### config.mk
export PLATFORM = sky130hd
export DESIGN_NAME = ecc_scrub_ctrl
export DESIGN_NICKNAME = d
export VERILOG_FILES = /design/src/rtl/ecc_scrub_ctrl.sv
export SDC_FILE = /design/constraint.sdc
export NUM_CORES = 1
export LEC_CHECK = 0
export ABC_AREA = 1
export ABC_CLOCK_PERIOD_IN_PS = 4050
export CORE_MARGIN = 1.5
export CORE_UTILIZATION = 33
export DETAILED_ROUTE_END_ITERATION = 7
export PLACE_DENSITY_LB_ADDON = 0.25
export SYNTH_ARGS = -nofsm -noshare
export SYNTH_HDL_FRONTEND = slang
export SYNTH_HIERARCHICAL = 1
export SYNTH_SLANG_ARGS = --single-unit
### constraint.sdc
create_clock -name clk -period 4.05 [get_ports clk]
set_input_delay 0.6075 -clock clk [delete_from_list [all_inputs] [get_ports clk]]
set_output_delay 0.6075 -clock clk [all_outputs]
set_load 0.01 [all_outputs]
### src/rtl/ecc_scrub_ctrl.sv
// SECDED-protected memory controller: a host read/write port plus a background scrubber
// that rewrites single-bit errors in place and logs uncorrectable words.

module ecc_11to16 (
    input  logic [10:0] enc_in,
    output logic [15:0] enc_out,
    input  logic [15:0] dec_in,
    output logic [10:0] dec_out,
    output logic        err_correct,
    output logic        err_uncorrect
);

    // Extended Hamming(16,11): codeword bit i is Hamming position i, bit 0 is overall parity.
    function automatic logic [15:0] encode(input logic [10:0] d);
        logic [15:0] c;
        c       = '0;
        c[3]    = d[0];
        c[7:5]  = d[3:1];
        c[15:9] = d[10:4];
        c[1]    = ^(c & 16'hAAAA);
        c[2]    = ^(c & 16'hCCCC);
        c[4]    = ^(c & 16'hF0F0);
        c[8]    = ^(c & 16'hFF00);
        c[0]    = ^c;
        return c;
    endfunction

    logic [3:0]  syndrome;
    logic        parity;
    logic [15:0] fixed;

    always_comb begin
        enc_out  = encode(enc_in);
        syndrome = {^(dec_in & 16'hFF00), ^(dec_in & 16'hF0F0),
                    ^(dec_in & 16'hCCCC), ^(dec_in & 16'hAAAA)};
        parity   = ^dec_in;
        // Odd overall parity means one flipped bit; syndrome 0 then points at the parity bit itself.
        fixed         = parity ? (dec_in ^ (16'd1 << syndrome)) : dec_in;
        err_correct   = parity;
        err_uncorrect = !parity && (syndrome != 4'd0);
        dec_out       = {fixed[15:9], fixed[7:5], fixed[3]};
    end

endmodule

module ecc_scrub_ctrl #(
    parameter int ADDR_W         = 6,
    parameter int SCRUB_INTERVAL = 1024
) (
    input  logic              clk,
    input  logic              rst,
    input  logic              scrub_en,
    input  logic              host_req,
    input  logic              host_we,
    input  logic [ADDR_W-1:0] host_addr,
    input  logic [10:0]       host_wdata,
    output logic              host_gnt,
    output logic              host_rvalid,
    output logic [10:0]       host_rdata,
    output logic              host_rcorr,
    output logic              host_runc,
    output logic              mem_en,
    output logic              mem_we,
    output logic [ADDR_W-1:0] mem_addr,
    output logic [15:0]       mem_wdata,
    input  logic [15:0]       mem_rdata,
    output logic              scrub_busy,
    output logic [ADDR_W-1:0] scrub_ptr,
    output logic [15:0]       cnt_corr,
    output logic [15:0]       cnt_unc,
    output logic [ADDR_W-1:0] last_unc_addr,
    output logic              irq_unc
);

    localparam int IVL_W = (SCRUB_INTERVAL > 2) ? $clog2(SCRUB_INTERVAL) : 1;

    typedef enum logic [2:0] {
        IDLE,
        HOST_RD,
        SCRUB_RD,
        SCRUB_CHK,
        SCRUB_WB
    } state_t;

    state_t            state;
    logic [IVL_W-1:0]  ivl_cnt;
    logic              scrub_pend;
    logic [2:0]        streak;
    logic [15:0]       wb_code_p1;
    logic [ADDR_W-1:0] rd_addr_p1;

    logic [10:0] enc_in;
    logic [15:0] enc_out;
    logic [10:0] dec_out;
    logic        err_correct;
    logic        err_uncorrect;

    logic scrub_req;
    logic scrub_wins;
    logic scrub_start;
    logic corr_evt;
    logic unc_evt;

    function automatic logic [15:0] sat_inc(input logic [15:0] v);
        return (v == 16'hFFFF) ? v : v + 16'd1;
    endfunction

    ecc_11to16 u_ecc (
        .enc_in       (enc_in),
        .enc_out      (enc_out),
        .dec_in       (mem_rdata),
        .dec_out      (dec_out),
        .err_correct  (err_correct),
        .err_uncorrect(err_uncorrect)
    );

    always_comb begin
        scrub_req   = scrub_pend && scrub_en;
        // After four host grants in a row against a waiting scrub, the scrub takes the next IDLE cycle.
        scrub_wins  = scrub_req && (streak == 3'd4);
        host_gnt    = !rst && (state == IDLE) && host_req && !scrub_wins;
        scrub_start = !rst && (state == IDLE) && scrub_req && !host_gnt;
        enc_in      = (state == IDLE) ? host_wdata : dec_out;

        mem_en    = 1'b0;
        mem_we    = 1'b0;
        mem_addr  = '0;
        mem_wdata = '0;
        if (!rst) begin
            case (state)
                IDLE: begin
                    if (host_gnt) begin
                        mem_en    = 1'b1;
                        mem_we    = host_we;
                        mem_addr  = host_addr;
                        mem_wdata = host_we ? enc_out : 16'd0;
                    end
                end
                SCRUB_RD: begin
                    mem_en   = 1'b1;
                    mem_addr = scrub_ptr;
                end
                SCRUB_WB: begin
                    mem_en    = 1'b1;
                    mem_we    = 1'b1;
                    mem_addr  = scrub_ptr;
                    mem_wdata = wb_code_p1;
                end
                default: ;
            endcase
        end

        host_rvalid = !rst && (state == HOST_RD);
        host_rdata  = host_rvalid ? dec_out : 11'd0;
        host_rcorr  = host_rvalid && err_correct;
        host_runc   = host_rvalid && err_uncorrect;
        scrub_busy  = !rst && ((state == SCRUB_RD) || (state == SCRUB_CHK) || (state == SCRUB_WB));

        corr_evt = host_rcorr || (!rst && (state == SCRUB_WB));
        unc_evt  = host_runc || (!rst && (state == SCRUB_CHK) && err_uncorrect);
    end

    always_ff @(posedge clk) begin
        if (rst) begin
            state         <= IDLE;
            ivl_cnt       <= '0;
            scrub_pend    <= 1'b0;
            streak        <= '0;
            scrub_ptr     <= '0;
            cnt_corr      <= '0;
            cnt_unc       <= '0;
            last_unc_addr <= '0;
            irq_unc       <= 1'b0;
        end else begin
            irq_unc <= unc_evt;
            if (corr_evt) cnt_corr <= sat_inc(cnt_corr);
            if (unc_evt)  cnt_unc  <= sat_inc(cnt_unc);

            if (!scrub_en) begin
                ivl_cnt    <= '0;
                scrub_pend <= 1'b0;
            end else if (scrub_start) begin
                scrub_pend <= 1'b0;
            end else if (!scrub_pend) begin
                if (ivl_cnt == IVL_W'(SCRUB_INTERVAL - 1)) begin
                    ivl_cnt    <= '0;
                    scrub_pend <= 1'b1;
                end else begin
                    ivl_cnt <= ivl_cnt + IVL_W'(1);
                end
            end

            if (scrub_start || !scrub_req)
                streak <= '0;
            else if (host_gnt)
                streak <= streak + 3'd1;

            case (state)
                IDLE: begin
                    if (host_gnt && !host_we)
                        state <= HOST_RD;
                    else if (scrub_start)
                        state <= SCRUB_RD;
                end
                HOST_RD: begin
                    if (err_uncorrect) last_unc_addr <= rd_addr_p1;
                    state <= IDLE;
                end
                SCRUB_RD: state <= SCRUB_CHK;
                SCRUB_CHK: begin
                    if (err_correct) begin
                        state <= SCRUB_WB;
                    end else begin
                        if (err_uncorrect) last_unc_addr <= scrub_ptr;
                        scrub_ptr <= scrub_ptr + ADDR_W'(1);
                        state     <= IDLE;
                    end
                end
                SCRUB_WB: begin
                    scrub_ptr <= scrub_ptr + ADDR_W'(1);
                    state     <= IDLE;
                end
                default: state <= IDLE;
            endcase
        end
    end

    // Data-only registers: the corrected codeword and the address of the read in flight.
    always_ff @(posedge clk) begin
        if (state == SCRUB_CHK && err_correct) wb_code_p1 <= enc_out;
        if (host_gnt) rd_addr_p1 <= host_addr;
    end

endmodule

==> run_results.csv, run 1 <==
group,metric,value,unit
sta,finalSetupTns,0,ns
logic_synthesis,syn_nets,969,
layout,multiInputGateArea,0.00389,sq mm
layout,regArea,0.00190,sq mm
logic_synthesis,synth_ff_type,"dfxtp_1",
placed_design,place_area,0.00768,sq mm
layout,drive_gt1_share,26.9,%
layout,nNetsFinal,1159,
critical_path,crit_arrival,3.26,ns
outcome,status,"completed",
global_route,grt_overflow,0,
sta,min_period_over_period,95.6,%
layout,fin_util,49.8,%
die,die-width,136,um
cts,cts_buffers,9,
logic_synthesis,ys_ff_latch,84,
detailed_routing,dr.pass1.iters,4,
die,die_area,0.0186,sq mm
global_route,grt_usage,18.6,%
die,pin_count,123,
placed_design,port_buffers,122,
cts,h-tree-depth,3,
cts,cts.clk_slew.worst_paths,0.06,ns
critical_path,cp_common_cell,"nand2_1",
critical_path,crit_fanout,6,
critical_path,required,3.44,ns
logic_synthesis,yosysWarnings,6,
critical_path,rrSetupSlack,1.41,ns
placed_design,gp_congestion,0.865,
cts,cts_sinks,84,
sta,fin_worst_skew,0.00391,ns
detailed_routing,first_iter_violations,325,
power_and_ir_drop,leakage,3.60,nW
global_route,grt_pass1_wl,27900,um
detailed_routing,routed_via_density,4.70,
placed_design,dpl.hpwl,13000,um
critical_path,worst_setup_path_start_kind,"primary input",
critical_path,crit_family,"simple AND/OR/NAND/NOR gates",
sta,finalSetupViolations,0,
detailed_routing,drc_errors,0,
global_route,grt_pass1_vias,5737,
die,core,0.0174,sq mm
logic_synthesis,syn_area,0.00588,sq mm
logic_synthesis,syn_avg_cell_area,6.35,sq um
logic_synthesis,ys_types,37,
sta,drv_slew,0,
cts,clock-root-buffer,"clkbuf_16",
flow_run,drv_cap,0,
sta,finalHoldViolCount,0,
critical_path,critical_path_buf_inv_count,8,
power_and_ir_drop,ir_worst_vdd,0.171,mV
layout,num_antenna_cells,0,
detailed_routing,ant_nets,0,
global_route,grt_antenna_before_repair,0,
detailed_routing,vias,6322,
logic_synthesis,syn_inst,925,
die,rows,48,
layout,area_growth,47.2,%
die,die_h,136,um
cts,cts_tree,"built",
detailed_routing,wire_per_inst,13.2,um
critical_path,critical_path.slowest_cell,"xnor2_4",
sta,period_needed,3.87,ns
sta,timing.slew.headroom,50.9,%
detailed_routing,drt-total-wl,17700,um
cts,cts.path.max_buffers,2,
power_and_ir_drop,cellPowerDensity,298,mW/mm^2
logic_synthesis,synth_enable_flop_cells,22,
critical_path,slowest_delay,0.22,ns
global_route,grt_max_degree,54,
power_and_ir_drop,p_total,2.57,mW
layout,stdcell_area,0.00865,sq mm
sta,max_freq,0.258,GHz
cts,cts_hold_buf,0,
critical_path,endpoint_kind,"primary output",
sta,tightest_slew,0.734,ns
layout,fillers,1749,
logic_synthesis,yosysSeqAreaShare,32.4,%
critical_path,crit_type,"in -> out",
logic_synthesis,async_reset_ff_share,0,%
die,start_util,33.9,%
cts,insertion_delay,0.33,ns
min_path,hp-class,"reg -> reg",
[power by group]
group | leakage [nW] | internal (mW) | switching [mW] | total, mW
clock network | 0.153 | 0.531 | 0.341 | 0.873
registers | 0.700 | 0.888 | 0.00633 | 0.894
logic | 2.75 | 0.374 | 0.433 | 0.807
[layout by cell type, fill, tap and decap left out, drive strengths merged]
master,instances
edfxtp,22
dfxtp,62
o21bai,2
nor4,1
and2,1
xnor2,16
bufinv,1
clkinvlp,3
o21ai,44
ha,6
nand3b,1
clkinv,1
buf,106
nor3,5
nand4,15
a31oi,2
and3,1
clkdlybuf4s50,100
nor2,113
a21oi,60
inv,96
clkbuf,17
nand2,364
or2,4
nand3,52
nor3b,2
xor2,23
[cells in the mapped netlist, types with 15 or more instances]
master / instances / area (sq um)
edfxtp_1: 22 / 661
a21oi_1: 58 / 290
nand2_2: 21 / 131
nor2_1: 100 / 375
dfxtp_1: 62 / 1240
o21ai_0: 36 / 180
xnor2_1: 16 / 140
nand3_1: 52 / 260
inv_1: 84 / 315
nand2_1: 339 / 1270
xor2_1: 23 / 201
nand4_1: 15 / 93.8
[through the flow]
stage               hold WS [ns]  setup slack, ns  std cells
floorplan                  0.451            0.505        925
global placement           0.468            -1.02       1309
detailed placement         0.474           -0.989       1309
CTS                        0.490          0.00336       1333
global route               0.518          -0.0367       1345
finish                     0.484            0.178       1345
[path summary, 6_finish.rpt]
kind / start / endpoint / cells after the start
setup reg to reg: state[2] / wb_code_p1[0] / 13
setup / recovery: mem_rdata[7] / mem_wdata[0] / 26
hold / removal: last_unc_addr[0] / last_unc_addr[0] / 2
hold reg to reg: last_unc_addr[0] / last_unc_addr[0] / 2
[routing by layer]
layer	part of all wire [%]	wire, um	GRT usage (%)
met5	0	0	0
met1	46	8160	24.4
met2	48	8500	31.9
met4	1.5	260	4.91
met3	4.4	779	2.80
[state kept, by name, summed over array words and instances (netlist names), 6 cells and up]
| name | cells |
|---|---|
| cnt_unc | 16 |
| wb_code_p1 | 16 |
| rd_addr_p1 | 6 |
| ivl_cnt | 10 |
| scrub_ptr | 6 |
| last_unc_addr | 6 |
| cnt_corr | 16 |
[final cells by class]
| cell class | count | share of cell area (%) |
|---|---|---|
| clock buffer | 11 | 3.05 |
| clock inverter | 5 | 0.651 |
| inverter | 96 | 4.44 |
| multi-input combinational | 712 | 45.0 |
| sequential | 84 | 22.0 |
| tap | 225 | 3.25 |
| timing repair buffer | 212 | 21.6 |
[worst register-to-register path, cell delays in order (launching register included)]
cell and delay, ns:
dfxtp_1 0.40, inv_1 0.08, nand2_1 0.13, clkinvlp_4 0.42, nand2_1 0.21, o21ai_2 0.08, buf_6 0.16, xnor2_4 0.24
xnor2_2 0.15, xor2_1 0.21, buf_4 0.15, inv_1 0.04, nand2_1 0.07, nand2_2 0.06
[repair_timing]
action / 4_1_cts / 5_1_grt
gates resized for setup: 112 / 160
setup buffers: 9 / 12
endpoints found under the setup margin: 16 / 11
pin swaps: 26 / 66
[logic make-up after synthesis]
logic type                 count (synthesis)  share of synthesized area, %
and+or+nand+nor                          559                          41.0
buffers and inverters                    129                          9.92
AOI/OAI and AO/OA                        108                          9.64
DFF                                       84                          32.4
xor gates and xnor gates                  39                          5.81
adders and majority gates                  6                          1.28
No activity file was read; power rests on OpenSTA's default activity.
==> run 2, diff against run 1 <==
Settings changed: ABC_CLOCK_PERIOD_IN_PS 4050 to 3200, CORE_MARGIN 1.5 to 2, CORE_UTILIZATION 33 to 25.
Clock period 4.05 ns to 3.2 ns, I/O delays scaled along.
==> run 2 against run 1 <==
Against the previous run:
- the run now ends with negative setup slack left
- sequential cell count did not move
- combinational power up 41%
- wire length rose by 6.5%
- critical path type unchanged
- utilization shrank 10 points
==> run_results.csv, run 2 (synthesis results as in run 1) <==
group,metric,value,unit
detailed_routing,routed_via_density,4.36,
sta,period_needed,3.58,ns
sta,drv_slew,0,
sta,tightest_slew,0.609,ns
detailed_routing,first_iter_violations,348,
layout,area_growth,57.7,%
power_and_ir_drop,leakage,3.90,nW
die,rows,56,
sta,finalSetupTns,-1.61,ns
sta,holdWs,0.384,ns
power_and_ir_drop,pwr-share-clk,31.3,%
power_and_ir_drop,p_seq_share,34.2,%
cts,cts_sinks,84,
die,pin_count,123,
cts,clock-root-buffer,"clkbuf_16",
critical_path,r2r_end,"wb_code_p1[0]",
power_and_ir_drop,ir_worst_vdd,0.251,mV
global_route,grt_antenna_before_repair,0,
global_route,grt_max_degree,49,
cts,h-tree-depth,3,
detailed_routing,routedLengthMet1,8550,um
critical_path,crit_arrival,3.10,ns
detailed_routing,top_layer_used,"met4",
min_path,hp-class,"in -> reg",
critical_path,crit_type,"in -> out",
sta,timing.slew.headroom,59.4,%
cts,cts.path.max_buffers,2,
detailed_routing,drt-total-wl,18900,um
sta,setup_ws,-0.378,ns
layout,fin_util,39.9,%
critical_path,startpoint,"mem_rdata[11]",
power_and_ir_drop,switchingPower,1.03,mW
min_path,hold_path_end,"state[0]",
power_and_ir_drop,intPower,2.28,mW
cts,cts_hold_buf,0,
outcome,status,"complete, but fails checks",
sta,max_freq,0.279,GHz
min_path,hold-path-cell-count,2,
cts,cts_tree,"built",
critical_path,required,2.72,ns
detailed_routing,wl_met2,9090,um
outcome,failed_checks,"negative setup slack",
detailed_routing,drc_errors,0,
flow_run,drv_cap,0,
die,die-width,157,um
layout,top_regs,"cnt_corr x16, cnt_unc x16, wb_code_p1 x16",
power_and_ir_drop,switching_share,31.2,%
critical_path,reg2regPathDepth,14,
critical_path,rrSetupSlack,0.92,ns
critical_path,crit_fanout,6,
critical_path,worst_setup_path_start_kind,"primary input",
detailed_routing,dr.pass1.iters,5,
die,core,0.0233,sq mm
detailed_routing,vias,6428,
layout,mostFrequentLayoutCells,"nand2_1 (262), buf_4 (117), nor2_1 (93)",
layout,nNetsFinal,1196,
sta,finalSetupViolations,5,
detailed_routing,wire_per_inst,12.8,um
layout,num_antenna_cells,0,
cts,insertion_delay,0.35,ns
die,die_area,0.0247,sq mm
global_route,grt_usage,15.2,%
power_and_ir_drop,cellPowerDensity,357,mW/mm^2
placed_design,place_ws,-1.54,ns
die,start_util,25.3,%
placed_design,gp_congestion,0.850,
placed_design,port_buffers,122,
cts,cts_buffers,9,
cts,cts.clk_slew.worst_paths,0.06,ns
global_route,grt_pass1_vias,6174,
global_route,grt_overflow,0,
sta,rsz0062_at_grt,"yes",
placed_design,dpl.hpwl,14000,um
global_route,grt_pass1_wl,30100,um
min_path,min-delay-start,"rst",
critical_path,endpoint_kind,"primary output",
sta,fin_worst_skew,0.00608,ns
critical_path,regToRegStartpoint,"state[0]",
sta,min_period_over_period,112,%
layout,drive_gt1_share,30.9,%
layout,final_common_cell,"nand2_1",
power_and_ir_drop,combPwrFrac,34.5,%
sta,finalHoldViolCount,0,
detailed_routing,ant_nets,0,
die,die_h,157,um
power_and_ir_drop,p_total,3.31,mW
detailed_routing,wl_met3,944,um
## run 2: through the flow
step / cell area (sq um) / cells
6_report: 9270 / 1476
3_3_place_gp: 8030 / 1427
5_1_grt: 9270 / 1476
3_5_place_dp: 8030 / 1427
4_1_cts: 8870 / 1466
2_1_floorplan: 5880 / 925
## run 2: worst max-delay path by stage
stage	end	cells after the start
finish	mem_wdata[0]	27
floorplan	mem_wdata[0]	20
global placement	mem_wdata[4]	22
CTS	mem_wdata[2]	23
global route	mem_wdata[0]	27
detailed placement	mem_wdata[0]	23
## run 2: area by class of cell
| cell class | instances | area, sq um |
|---|---|---|
| inverter | 96 | 410 |
| timing repair buffer | 249 | 2220 |
| tap | 319 | 399 |
| sequential | 84 | 1900 |
| multi-input combinational | 712 | 4050 |
| fill | 2484 | 14000 |
| clock buffer | 11 | 233 |
| clock inverter | 5 | 52.6 |
## run 2: per-layer routing
metal / track usage, % / vias to the layer above
met1: 19.2 / 2892
met4: 4.33 / 0
met2: 26.1 / 146
li1: - / 3368
met5: 0 / -
met3: 3.22 / 22
## run 2: power groups by stage
| stage | clock, mW | sequential, mW | combinational [mW] |
|---|---|---|---|
| after floorplan | 0 | 1.16 | 0.452 |
| after global placement | 0 | 1.16 | 0.820 |
| after detailed placement | 0 | 1.16 | 0.823 |
| after CTS | 1.07 | 1.13 | 1.03 |
| after global routing | 1.12 | 1.13 | 1.24 |
| final | 1.04 | 1.13 | 1.14 |
## run 2: what timing repair did
| action | CTS | global route |
|---|---|---|
| resized for setup | 238 | 110 |
| endpoints found under the setup margin | 32 | 17 |
| setup buffers | 23 | 11 |
| pin swaps | 75 | 88 |
## run 2: critical path, stage by stage
cell and delay (ns):
buf_6 0.12, inv_6 0.05, nand2_1 0.10, nand2_4 0.08, nand2_4 0.07, nand2_4 0.05
inv_2 0.07, nand2_2 0.05, nand2_2 0.07, buf_6 0.11, nand2_8 0.06, nor2_4 0.10
nor2_2 0.04, nor2_2 0.09, inv_2 0.06, o21ai_4 0.27, xor2_2 0.23, xor2_1 0.21
nand2_2 0.08, nand2_2 0.08, nand2_2 0.06, nand2_1 0.06, nand2_1 0.05, nand2_1 0.08
nand3_1 0.07, a21oi_1 0.14, buf_2 0.15
